[src/rtl/load_use_scoreboard.sv]
// Load-use hazard unit at the decode/execute boundary.
// A per-register scoreboard tracks loads that have left EX but whose data
// cannot yet be forwarded. A decode operand that hits either the load in EX
// or a pending scoreboard entry freezes PC and IF/ID and sends a bubble into
// ID/EX. A saturating counter records how many cycles were lost to stalls.
module load_use_scoreboard #(
  parameter int REG_ADDR_W = 3,
  parameter int NUM_SRC    = 2,
  parameter int LOAD_LAT   = 1,
  parameter int CNT_W      = 16
) (
  input  logic                          clk,
  input  logic                          rst,
  input  logic                          exec_mr,
  input  logic                          exec_jwsp,
  input  logic [REG_ADDR_W-1:0]         exec_dst,
  input  logic [NUM_SRC*REG_ADDR_W-1:0] dec_src,
  input  logic [NUM_SRC-1:0]            dec_src_vld,
  input  logic                          dec_flush,
  output logic                          keep_pc,
  output logic                          keep_fetched_instruction,
  output logic                          flush_mux_selector,
  output logic                          pending,
  output logic [CNT_W-1:0]              stall_count
);

  localparam int NUM_REGS = 1 << REG_ADDR_W;
  // Each entry must hold LOAD_LAT-1; a 1-bit entry is kept even when
  // LOAD_LAT=1 so the array always has a legal width (it then stays zero).
  localparam int SB_W = (LOAD_LAT > 2) ? $clog2(LOAD_LAT) : 1;
  localparam logic [SB_W-1:0]  SB_RELOAD = SB_W'(LOAD_LAT - 1);
  localparam logic [CNT_W-1:0] CNT_MAX   = '1;

  logic [SB_W-1:0]       r_cnt [NUM_REGS];
  logic [CNT_W-1:0]      r_stallCount;
  logic                  w_execLoad;
  logic                  w_hazard;
  logic                  w_stall;
  logic                  w_pending;
  logic [REG_ADDR_W-1:0] w_srcAddr;

  // A stack-pop jump reads memory but writes no GPR, so it never feeds a consumer.
  assign w_execLoad = exec_mr & ~exec_jwsp;

  // Same-cycle hazard check: each qualified source against the EX load and the scoreboard.
  always_comb begin
    w_hazard  = 1'b0;
    w_srcAddr = '0;
    for (int i = 0; i < NUM_SRC; i++) begin
      w_srcAddr = dec_src[i*REG_ADDR_W +: REG_ADDR_W];
      if (dec_src_vld[i] &&
          ((w_execLoad && (exec_dst == w_srcAddr)) || (r_cnt[w_srcAddr] != '0))) begin
        w_hazard = 1'b1;
      end
    end
  end

  // A killed decode instruction has no operands worth waiting for.
  assign w_stall = w_hazard & ~dec_flush;

  // Summarise the scoreboard; derived only from registered entries.
  always_comb begin
    w_pending = 1'b0;
    for (int r = 0; r < NUM_REGS; r++) begin
      if (r_cnt[r] != '0) begin
        w_pending = 1'b1;
      end
    end
  end

  // Scoreboard: loads in flight age every cycle regardless of stalls; the youngest load to a register restarts its entry.
  always_ff @(posedge clk) begin
    if (rst) begin
      for (int r = 0; r < NUM_REGS; r++) begin
        r_cnt[r] <= '0;
      end
    end else begin
      for (int r = 0; r < NUM_REGS; r++) begin
        if ((LOAD_LAT > 1) && w_execLoad && (exec_dst == REG_ADDR_W'(r))) begin
          r_cnt[r] <= SB_RELOAD;
        end else if (r_cnt[r] != '0) begin
          r_cnt[r] <= r_cnt[r] - 1'b1;
        end
      end
    end
  end

  // Saturating performance counter of stalled cycles.
  always_ff @(posedge clk) begin
    if (rst) begin
      r_stallCount <= '0;
    end else if (w_stall && (r_stallCount != CNT_MAX)) begin
      r_stallCount <= r_stallCount + 1'b1;
    end
  end

  assign keep_pc                  = w_stall;
  assign keep_fetched_instruction = w_stall;
  assign flush_mux_selector       = w_stall;
  assign pending                  = w_pending;
  assign stall_count              = r_stallCount;

endmodule

[config.mk]
export PLATFORM = sky130hd
export DESIGN_NAME = load_use_scoreboard
export DESIGN_NICKNAME = d
export VERILOG_FILES = /design/src/rtl/load_use_scoreboard.sv
export SDC_FILE = /design/constraint.sdc
export NUM_CORES = 1
export LEC_CHECK = 0
export CAP_MARGIN = 30
export CORE_MARGIN = 5
export CORE_UTILIZATION = 47
export CTS_CLUSTER_SIZE = 28
export DETAILED_ROUTE_END_ITERATION = 7
export HOLD_SLACK_MARGIN = 0.15
export PLACE_DENSITY = 0.78
export SYNTH_ARGS = -nofsm -noshare
export SYNTH_HDL_FRONTEND = slang
export SYNTH_SLANG_ARGS = --single-unit
[constraint.sdc]
create_clock -name clk -period 3.97 [get_ports clk]
set_input_delay 1.191 -clock clk [delete_from_list [all_inputs] [get_ports clk]]
set_output_delay 1.191 -clock clk [all_outputs]
set_load 0.1 [all_outputs]
==> reports/results.ini <==
[logic_synthesis]
synth_cell_types = 40
synth_area_sq_um = 1310
synth_edf_count = 3
syn_avg_cell_area_sq_um = 9.66
async_flop_share_pct = 0
synthFlopType = dfxtp_1
synthCells = 136
yosysSeqAreaShare_pct = 38.9
ys_ff_latch = 24
ys_warn_count = 0

[clocking]
cts_tree = yes
clk_path_buf_depth = 2
cts_buffers = 3
clk_pin_slew_ps = 120
insertion_delay_ps = 300
cts_sinks = 24
cts-root-buf = clkbuf_4
h-tree-depth = 1

[detailed_routing]
wl_met1_mm = 1.35
vias = 1157
routed_wl_mm = 3.10
first_iter_violations = 23
wl_per_cell_um = 14.4
ant_nets = 0
viasPerCell = 5.38
drc = 0
top_layer = met4
wl_met3_um = 149
dr_wl_met2_mm = 1.57
firstDrtPassIters = 4

[timing]
min_period_ps = 3930
fmax_mhz = 255
holdWs_ps = 534
setup_viol = 0
tns_ps = 0
slew_headroom_pct = 35.1
finalCritPeriodShare_pct = 98.9
fin_skew_ps = 3.66
drv_slew = 0
worst_pin_slew_ps = 971
final_hold_viol_count = 0

[worst_setup_path]
worst_path_max_delay_cell = or4_4
startpoint = exec_dst[1]
cp_max_fo = 3
r2r_setup_slack_ps = 1420
crit_type = input pin to primary output
cp-end-kind = primary output
slowest_delay_ps = 560
critPathArrivalTime_ps = 2730
worstReg2RegEnd = stall_count[13]$_SDFFE_PP0P_
rr_startpoint = r_cnt[7]$_SDFFCE_PP0P_
cp-start-kind = input pin
crit_path_end = flush_mux_selector
cp_data_required_time_ps = 2780
reg2regPathDepth = 9
cp_num_cells = 7
critical_path_buf_inv_count = 3
crit_family = simple AND/OR/NAND/NOR gates
crit_chain = clkdlybuf4s15_1 -> xor2_1 -> or4_4 -> a21boi_4 -> o21bai_4 -> clkinvlp_4 -> buf_12

[cells_and_area]
syn_to_final_growth_pct = 35.3
layout-drive-gt1-share_pct = 23.9
multiInputGateArea_sq_um = 773
nFillCells = 242
fin_util_pct = 65.6
nets = 202
area.sequential_sq_um = 510
diodes = 0

[floorplan]
io_pins = 36
die_h_um = 62.9
start_util_pct = 48.5
die_w_um = 62.9
die-area_sq_um = 3950
coreArea_sq_um = 2710
rows = 19

[power]
combPwrFrac_pct = 26.7
p_switching_uw = 150
power_switching_share_pct = 30.0
clkPwrFrac_pct = 20.8
p_int_uw = 350
p_per_area_nw_per_um2 = 281
power_uw = 500
seqPwrFrac_pct = 52.5
power.leakage_nw = 0.711
irDropWorstVdd_uv = 235

[global_routing]
grt_pass1_wl_mm = 5.39
grt.total_usage_pct = 16.4
antenna_found_initial = 0
grt_overflow = 0
grt_start_max_net_pins = 22
grt_pass1_vias = 1195

[place]
port_buffers = 35
gp_congestion = 0.772
dp_hpwl_mm = 2.43

[worst_hold_path]
min_path_type = register to register

[outcome]
status = finished, final reports clean

[flow_run]
max_cap_viol_count = 0

[worst register-to-register path, delay by kind of cell (launching register included)]
| family | cells | cell delay [ps] |
|---|---|---|
| muxes | 2 | 610 |
| AOI/OAI and AO/OA | 3 | 570 |
| and+or+nand+nor | 1 | 540 |
| DFF | 1 | 420 |
| buffers and inverters | 3 | 350 |
[sequential cells by signal, summed over array words and instances (netlist names)]
signal and cells:
r_cnt 8, stall_count 16
[cells in the mapped netlist (all sizes together) (3+ instances only)]
cell type | instances | share of area (%)
dfxtp | 21 | 32
xor2 | 12 | 8.0
edfxtp | 3 | 6.9
inv | 4 | 1.1
o21ai | 6 | 2.3
o2111ai | 3 | 2.0
o31ai | 3 | 1.7
nand3 | 4 | 1.5
nand2 | 7 | 2.0
buf | 5 | 3.4
mux2i | 9 | 6.9
nor4 | 3 | 1.4
a21oi | 7 | 2.7
nor2 | 13 | 3.7
or4 | 6 | 3.7
[layout make-up]
type                       count  area share, %
sequential                    24           28.7
tap                           31           2.18
inverter                       4           1.06
timing repair buffer          46           23.1
clock buffer                   4           1.48
multi-input combinational    106           43.5
[per-stage QoR]
stage	area, sq um	std cells	setup slack [ps]
2_1_floorplan	1370	141	-212
3_3_place_gp	1730	207	-269
3_5_place_dp	1730	207	-313
4_1_cts	1780	214	0.116
5_1_grt	1780	215	-0.0535
6_report	1780	215	44.8
[power groups by stage]
stage	clock (mW)	combinational, mW	sequential (mW)
6_report	0.104	0.134	0.262
5_1_grt	0.119	0.142	0.264
4_1_cts	0.110	0.133	0.263
3_5_place_dp	0	0.130	0.268
3_3_place_gp	0	0.126	0.267
2_1_floorplan	0	0.0779	0.279
[routing by layer]
metal	global-route usage (%)	vias to the layer above
met5	0	-
met2	29.4	29
met1	19.4	536
met3	3.24	5
li1	-	587
met4	4.77	0
[timing repair]
action                                  4_1_cts  5_1_grt
hold buffers                                  0        0
resized for setup                            21        4
pin swaps                                     5        5
gates cloned                                  0        0
buffers inserted                              3        1
endpoints found under the setup margin        3        3
[cell usage in the layout (no fill, tap or decap), types with 4 or more instances in the layout]
cell and n:
nor2_1 13, dlygate4sd2_1 6, conb_1 6, o21ai_0 6
nand2_1 7, buf_4 21, dfxtp_1 21, or4_1 4
clkdlybuf4s50_1 11, mux2i_1 9, xor2_1 12, a21oi_1 7
nand3_1 4
[cell families after synthesis]
group / after synthesis / share of synthesized area (%)
buffers and inverters: 11 / 5.14
other: 1 / 0.285
AO/OA/AOI/OAI: 28 / 16.1
XOR/XNOR: 12 / 8.00
adder cells (fa/ha/maj): 1 / 0.952
multiplexers: 12 / 11.1
flip-flops: 24 / 38.9
AND/OR/NAND/NOR: 47 / 19.5
[worst min path at each step]
stage,from,to,cells after the start
3_3_place_gp,stall_count[15]$_SDFFE_PP0P_,stall_count[15]$_SDFFE_PP0P_,2
5_1_grt,stall_count[8]$_SDFFE_PP0P_,stall_count[8]$_SDFFE_PP0P_,2
6_report,stall_count[8]$_SDFFE_PP0P_,stall_count[8]$_SDFFE_PP0P_,2
4_1_cts,stall_count[8]$_SDFFE_PP0P_,stall_count[8]$_SDFFE_PP0P_,2
2_1_floorplan,r_cnt[7]$_SDFFCE_PP0P_,r_cnt[7]$_SDFFCE_PP0P_,2
3_5_place_dp,stall_count[8]$_SDFFE_PP0P_,stall_count[8]$_SDFFE_PP0P_,2
No activity file was read; power rests on OpenSTA's default activity.
